### config.mk
export PLATFORM = sky130hd
export DESIGN_NAME = round_robin_arbiter
export DESIGN_NICKNAME = d
export VERILOG_FILES = /design/src/rtl/round_robin_arbiter.sv
export SDC_FILE = /design/constraint.sdc
export NUM_CORES = 1
export LEC_CHECK = 0
export CORE_MARGIN = 2
export CORE_UTILIZATION = 57
export DETAILED_ROUTE_END_ITERATION = 8
export PLACE_DENSITY = 0.87
export SLEW_MARGIN = 20
export SYNTH_ARGS = -nofsm -noshare
export SYNTH_HDL_FRONTEND = slang
export SYNTH_SLANG_ARGS = --single-unit
### constraint.sdc
create_clock -name clk -period 4.96 [get_ports clk]
set_input_delay 0.496 -clock clk [delete_from_list [all_inputs] [get_ports clk]]
set_output_delay 0.496 -clock clk [all_outputs]
set_load 0.005 [all_outputs]
### src/rtl/round_robin_arbiter.sv
// Registered round-robin arbiter with one-hot grant, binary grant index and hold-until-release ownership.
// Define ROUND_ROBIN_ARBITER_TIMEOUT_EN to force rotation after MAX_HOLD cycles of ownership while others wait.
module round_robin_arbiter #(
  parameter int REQUESTERS = 8,
  parameter int MAX_HOLD   = 16
) (
  input  logic                          clk,
  input  logic                          reset_n,
  input  logic [REQUESTERS-1:0]         request,
  output logic [REQUESTERS-1:0]         grant,
  output logic [$clog2(REQUESTERS)-1:0] grantIndex,
  output logic                          grantValid
);

  localparam int             IW       = $clog2(REQUESTERS);
  localparam logic [IW-1:0]  LAST_IDX = IW'(REQUESTERS - 1);

  typedef enum logic [0:0] {
    IDLE    = 1'b0,
    GRANTED = 1'b1
  } state_t;

  if (REQUESTERS < 2 || MAX_HOLD < 2) begin : g_param_check
    $error("round_robin_arbiter: REQUESTERS and MAX_HOLD must both be at least 2");
  end

  function automatic logic [IW-1:0] next_index(input logic [IW-1:0] idx);
    logic [IW-1:0] nxt;
    if (idx == LAST_IDX) begin
      nxt = '0;
    end else begin
      nxt = idx + IW'(1);
    end
    return nxt;
  endfunction

  // Returns {found, winner}; the scan starts just after the previous owner and wraps.
  function automatic logic [IW:0] rr_pick(input logic [REQUESTERS-1:0] req,
                                          input logic [IW-1:0]         prev);
    logic          found;
    logic [IW-1:0] pos;
    logic [IW-1:0] win;
    found = 1'b0;
    win   = '0;
    pos   = prev;
    for (int k = 0; k < REQUESTERS; k++) begin
      pos = next_index(pos);
      if (!found && req[pos]) begin
        found = 1'b1;
        win   = pos;
      end else begin
        found = found;
      end
    end
    return {found, win};
  endfunction

  function automatic logic [REQUESTERS-1:0] index_to_onehot(input logic [IW-1:0] idx);
    logic [REQUESTERS-1:0] oh;
    oh      = '0;
    oh[idx] = 1'b1;
    return oh;
  endfunction

  state_t                state_r;
  state_t                state_s;
  logic [IW-1:0]         last_index_r;
  logic [IW-1:0]         last_index_s;
  logic [REQUESTERS-1:0] grant_s;
  logic [IW-1:0]         grant_index_s;
  logic                  grant_valid_s;
  logic [REQUESTERS-1:0] mask_s;
  logic                  found_s;
  logic [IW-1:0]         win_s;
  logic                  owner_req_s;
  logic                  force_s;
  logic                  rotate_s;
  logic                  arbitrate_s;

  // The owner bit is masked out, so a releasing or rotated-out owner can never win again.
  assign mask_s            = request & ~grant;
  assign {found_s, win_s}  = rr_pick(mask_s, last_index_r);
  assign owner_req_s       = request[grantIndex];
  assign rotate_s          = !owner_req_s || force_s;

`ifdef ROUND_ROBIN_ARBITER_TIMEOUT_EN
  localparam int            HW       = $clog2(MAX_HOLD);
  localparam logic [HW-1:0] HOLD_MAX = HW'(MAX_HOLD - 1);

  logic [HW-1:0] hold_count_r;
  logic [HW-1:0] hold_count_s;

  assign force_s = (state_r == GRANTED) && (hold_count_r == HOLD_MAX) && (|mask_s);

  // Hold counter: cleared on every new grant, saturates at MAX_HOLD-1.
  always_comb begin
    hold_count_s = hold_count_r;
    case (state_r)
      IDLE: begin
        hold_count_s = '0;
      end
      GRANTED: begin
        if (rotate_s) begin
          hold_count_s = '0;
        end else if (hold_count_r != HOLD_MAX) begin
          hold_count_s = hold_count_r + HW'(1);
        end else begin
          hold_count_s = hold_count_r;
        end
      end
      default: begin
        hold_count_s = '0;
      end
    endcase
  end

  // Hold counter register.
  always_ff @(posedge clk or negedge reset_n) begin
    if (!reset_n) begin
      hold_count_r <= '0;
    end else begin
      hold_count_r <= hold_count_s;
    end
  end
`else
  assign force_s = 1'b0;
`endif

  // State register.
  always_ff @(posedge clk or negedge reset_n) begin
    if (!reset_n) begin
      state_r <= IDLE;
    end else begin
      state_r <= state_s;
    end
  end

  // Next-state logic.
  always_comb begin
    state_s = state_r;
    case (state_r)
      IDLE: begin
        if (found_s) begin
          state_s = GRANTED;
        end else begin
          state_s = IDLE;
        end
      end
      GRANTED: begin
        if (rotate_s && !found_s) begin
          state_s = IDLE;
        end else begin
          state_s = GRANTED;
        end
      end
      default: begin
        state_s = IDLE;
      end
    endcase
  end

  // Next grant, index, valid and pointer; re-arbitration happens in the release cycle itself.
  always_comb begin
    grant_s       = grant;
    grant_index_s = grantIndex;
    grant_valid_s = grantValid;
    last_index_s  = last_index_r;
    case (state_r)
      IDLE:    arbitrate_s = 1'b1;
      GRANTED: arbitrate_s = rotate_s;
      default: arbitrate_s = 1'b1;
    endcase
    if (arbitrate_s && found_s) begin
      grant_s       = index_to_onehot(win_s);
      grant_index_s = win_s;
      grant_valid_s = 1'b1;
      last_index_s  = win_s;
    end else if (arbitrate_s) begin
      grant_s       = '0;
      grant_index_s = '0;
      grant_valid_s = 1'b0;
      last_index_s  = last_index_r;
    end else begin
      grant_s       = grant;
      grant_index_s = grantIndex;
      grant_valid_s = grantValid;
      last_index_s  = last_index_r;
    end
  end

  // Output and pointer registers; the pointer resets to the top so requester 0 goes first.
  always_ff @(posedge clk or negedge reset_n) begin
    if (!reset_n) begin
      grant        <= '0;
      grantIndex   <= '0;
      grantValid   <= 1'b0;
      last_index_r <= LAST_IDX;
    end else begin
      grant        <= grant_s;
      grantIndex   <= grant_index_s;
      grantValid   <= grant_valid_s;
      last_index_r <= last_index_s;
    end
  end

endmodule

# After elaboration in Yosys (flattened, before gate mapping)
# Cells that the tools add are included.
dict set report op_classes {
  n_addsub 8
  n_lt_le_gt_ge 11
  eq_ne 8
  n_mux 54
  bitwise_logic 3
  reduce_logical 20
}
# operator n
set ops {}
lappend ops {{$mux 3} 18}
lappend ops {{$lt 3x4->1 const B} 10}
lappend ops {{$bmux 1 s3} 9}
lappend ops {{$add 3x1->3 const B} 8}
lappend ops {{$eq 3x3->1 const B} 8}
lappend ops {{$mux 1} 22}
lappend ops {{$mux 8} 2}
lappend ops {{$logic_and 1x1->1} 10}
lappend ops {{$logic_not 1->1} 9}
lappend ops {{$and 8x8->8} 1}
lappend ops {{$not 8->8} 1}
lappend ops {{$pmux 1 s2} 2}
lappend ops {{$demux 1 s3} 1}
lappend ops {{$ge 3x1->1 const B} 1}
lappend ops {{$reduce_bool 2->1} 1}
lappend ops {{$not 1->1} 1}
dict set report totals {
  ff_bits 16
  in_bits 10
  output_inout_bits 12
  elab_cells 109
}

# Logic depth before layout (Yosys ltp)
# Gate-level depths: netlist of run 1.
dict set report logic_depth {
  depth_word 31
  ltp_mapped 16
}

# Worst setup path before layout of run 1
# No wires, ideal clock.
dict set report synth_path {
  kind {register to register}
  startpoint {register last_index_r[0]}
  endpoint {register grant[0]}
  arrival_time_ps 4046
  t_required_ps 4838
  path_slack_ps 792
  stages_incl_launch_ff 17
  n_path_buf 2
  cell_sequence {dfstp_2 > ha_1 > ha_1 > clkbuf_1 > inv_1 > ha_1 > clkbuf_1 > xor2_1 > ha_1 > nor2_1 > a21oi_1 > mux4_2 > nor2b_1 > o2111a_1 > o31ai_2 > nor2b_2 > a32o_1}
}
dict set report synth_between {
  elab_chain_len 31
  word_cells_on_any_way 78
}
# item line
set synth_rtl {}
lappend synth_rtl {{start: declaration} 67} ;# logic [IW-1:0] last_index_r;
lappend synth_rtl {{start signal: assignment} 202} ;# last_index_r <= last_index_s;
lappend synth_rtl {{$add 3x1->3 / $eq 3x3->1 (equally long branches)} {32, 29}}
lappend synth_rtl {{$mux 3 *} 29} ;# if (idx == LAST_IDX) begin
lappend synth_rtl {{parallel branches: the longest is 29 deep, another holds $add 3x1->3} --}
lappend synth_rtl {{end signal: assignment} 199} ;# grant <= grant_s;
lappend synth_rtl {{end: declaration} 10} ;# output logic [REQUESTERS-1:0] grant,
# Mark *: on every way between the ends. The select of a mux whose other input is x is not followed.
# A chain may end at the register's enable or synchronous reset.

# Worst setup path after layout of run 1
dict set report layout_path {
  startpoint {register last_index_r[0]}
  endpoint {register grant[5]}
}
# Same word-level chain as after synthesis.

==> flow_metrics.py, run 1 <==
metrics = {
    "timing": {
        "setup_tns_ns": 0,
        "rsz0062_at_grt": "false",
        "finalCriticalPeriod_ns": 4.62,
        "slew_violations": 0,
        "slew_headroom_pct": 49.8,
        "tightestPinTransition_ns": 0.752,
        "fin_crit_sh_pct": 93.2,
        "finClkSkew_ns": 0.00261,
        "finalHoldViolCount": 0,
        "final-setup-viol-count": 0,
        "fmaxAchievable_ghz": 0.216,
    },
    "route": {
        "avgRoutedWirePerCell_um": 21.1,
        "vias_per_cell": 6.70,
        "via_count": 1654,
        "finalWirelength_um": 5220,
        "drt_pass1_iterations": 4,
        "ant_nets": 0,
        "drc": 0,
        "dr.first_iter.drc_count": 135,
    },
    "yosys": {
        "synth_top_family_by_area": "multiplexers",
        "synth-adder-area-share_pct": 7.33,
        "synthCells": 185,
        "postSynthAreaPerCell_um2": 10.1,
        "synthesis.area_mm2": 0.00188,
        "yosysSeqAreaShare_pct": 21.5,
        "synthSimpleGateAreaFrac_pct": 18.6,
        "synth_edf_count": 0,
        "async_flop_share_pct": 100,
        "synth_seq_cells": 16,
        "synth.distinct_cells": 50,
        "synth_xor_area_share_pct": 0.933,
        "ys.flop_type": "dfrtp_1",
        "synth_compound_area_share_pct": 20.0,
        "yosysWarnings": 0,
        "synth_fp_nets": 206,
        "synthMuxAreaShare_pct": 27.4,
    },
    "flow_run": {
        "drv_cap": 0,
    },
    "global_route": {
        "grt_max_degree": 21,
        "grt_pass1_vias": 1677,
        "overflow": 0,
        "grt_antenna_before_repair": 0,
        "grt_pass1_wl_um": 8370,
        "grtUsageTotal_pct": 30.5,
    },
    "setup_path": {
        "critPathBufInv": 1,
        "regToRegSetupSlack_ns": 0.34,
        "cp-start-kind": "flip-flop",
        "crit_fanout": 9,
        "slowest_stage": "dfstp_2",
        "worstSetupPathType": "flip-flop to flip-flop",
        "crit_path_frequent_cell": "ha_1",
        "cp_slowest_stage_delay_ns": 0.63,
        "worstPathRequired_ns": 5.13,
        "crit_family": "adder cells",
        "cp.arrival_ns": 4.80,
        "worstPathCellList": "ha_1 > ha_1 > inv_1 > ha_1 > xor2_2 > ha_1 > nor2_1 > a21oi_1 > mux4_2 > nor2b_1 > o2111a_1 > o31ai_2 > nor2b_2 > a32o_1",
        "critPathCaptureType": "flip-flop",
    },
    "finish": {
        "antenna_cells": 0,
        "final_cell_mix": "mux2i_1, clkdlybuf4s50_1, mux4_2, dfrtp_1",
        "syn_to_final_growth_pct": 14.5,
        "drive_gt1_share_pct": 17.7,
        "fin_nets": 225,
    },
    "die": {
        "die_h_um": 61.4,
        "core_area_mm2": 0.00310,
        "dieArea_mm2": 0.00377,
        "rows": 20,
        "start_util_pct": 60.5,
        "die_w_um": 61.4,
        "io_pins": 22,
    },
    "clocking": {
        "cts_tree": "yes",
        "cts.sinks": 16,
        "clk_latency_ns": 0.28,
        "htree_levels": 1,
        "cts_buffers": 3,
        "path_clk_slew_ns": 0.09,
        "cts_max_path_buffers": 2,
        "cts-root-buf": "clkbuf_4",
    },
    "worst_hold_path": {
        "worstHoldPathType": "flip-flop to flip-flop",
    },
    "place": {
        "place_congestion": 1.04,
        "dp_hpwl_um": 4240,
        "io_buffer_count": 21,
    },
    "outcome": {
        "status": "completed",
    },
}
path summary, 6_finish.rpt:
check                           startpoint              end  cells after the start
hold reg to reg            last_index_r[2]  last_index_r[2]                      2
hold / removal             last_index_r[2]  last_index_r[2]                      2
max in group asynchronous          reset_n         grant[4]                      1
setup reg to reg           last_index_r[0]         grant[5]                     14
min in group asynchronous          reset_n         grant[2]                      1
setup / recovery           last_index_r[0]         grant[5]                     14
repair_timing:
action / CTS / global route
setup buffers: 0 / 0
hold buffers: 0 / 0
gates resized for setup: 0 / 1
endpoints found under the setup margin: 0 / 5
hold endpoints to repair: 0 / 0
through the flow:
| step | util [%] | area [um^2] | setup WS [ns] | hold WS [ns] | instances |
|---|---|---|---|---|---|
| after CTS | 69.0 | 2140 | 0.206 | 0.511 | 247 |
| after global placement | 67.8 | 2100 | 0.264 | 0.491 | 243 |
| after detailed placement | 67.8 | 2100 | 0.219 | 0.496 | 243 |
| final | 69.2 | 2150 | 0.336 | 0.506 | 247 |
| after global routing | 69.2 | 2150 | 0.102 | 0.558 | 247 |
| after floorplan | - | 1880 | 0.792 | 0.200 | 185 |
Yosys cell counts, drive strengths merged (2+ instances only):
cell type  count  area (um^2)
mux2i         21          210
dfrtp         13          325
mux4          13          293
nor2b         13         91.3
ha            11          138
nand2b        11         68.8
nand2         10         37.5
nor2           9         38.8
a32o           8         80.1
a21oi          7         38.8
inv            6         22.5
a21o           5         37.5
clkbuf         5         18.8
buf            4         33.8
o211ai         4         30.0
dfstp          3         78.8
nor4b          3         32.5
o21ai          3         15.0
o21bai         3         22.5
or2            3         18.8
a211oi         2         15.0
a31oi          2         18.8
nor3           2         10.0
nor4           2         12.5
o2111ai        2         17.5
o21a           2         15.0
o22ai          2         12.5
or3            2         17.5
xor2           2         17.5
final cells by class:
class                           instances  area (um^2)
Timing Repair Buffer                   23          225
Fill cell                             252          955
Sequential cell                        16          404
Inverter                                7         26.3
Multi-Input combinational cell        153         1400
Tap cell                               44         55.1
Clock buffer                            4         36.3
metal layers:
layer / vias to the layer above / global-route usage (%) / share of wire (%)
li1: 749 / - / -
met1: 810 / 40.1 / 41
met2: 80 / 52.9 / 50
met3: 15 / 2.10 / 6.0
met4: 0 / 11.9 / 2.7
met5: - / 0 / 0
registers in the layout, indices dropped and copies added, names as in the netlist:
| signal | count |
|---|---|
| grantIndex | 3 |
| last_index_r | 3 |
| state_r | 1 |
| grant | 8 |
| grantValid | 1 |
tightest hold or removal path, stage by stage, from the launching register on:
cell,delay (ns)
dfstp_2,0.39
nand2_1,0.05
o21ai_0,0.07
kinds of logic (layout without fill, tap and decap cells):
group | Yosys count | in the layout
mux | 35 | 35
simple gates | 58 | 58
fa+ha+maj | 11 | 11
flops | 16 | 16
xor+xnor | 2 | 2
compound gates | 47 | 47
buf+inv | 16 | 34
Power of run 1 is not shown: default switching activity piles up to over one toggle a cycle in this logic, so the estimate is an artifact.
==> inputs of run 2 (changes only) <==
--- a/config.mk
+++ b/config.mk
@@ -9,6 +9,7 @@
 export CORE_UTILIZATION = 57
 export DETAILED_ROUTE_END_ITERATION = 8
 export PLACE_DENSITY = 0.87
+export SKIP_LAST_GASP = 1
 export SLEW_MARGIN = 20
 export SYNTH_ARGS = -nofsm -noshare
 export SYNTH_HDL_FRONTEND = slang
==> results of run 2 <==
Same layout as run 1: the final DEF is identical, and so are final timing and power.
Power of run 2 is left out for the same reason.
==> inputs of run 3 (changes only) <==
--- a/config.mk
+++ b/config.mk
@@ -9,6 +9,7 @@
 export CORE_UTILIZATION = 57
 export DETAILED_ROUTE_END_ITERATION = 8
 export PLACE_DENSITY = 0.87
+export SKIP_CTS_REPAIR_TIMING = 1
 export SKIP_LAST_GASP = 1
 export SLEW_MARGIN = 20
 export SYNTH_ARGS = -nofsm -noshare
==> results of run 3 <==
Same layout as run 1: the final DEF is identical, and so are final timing and power.
Power of run 3 is left out for the same reason.
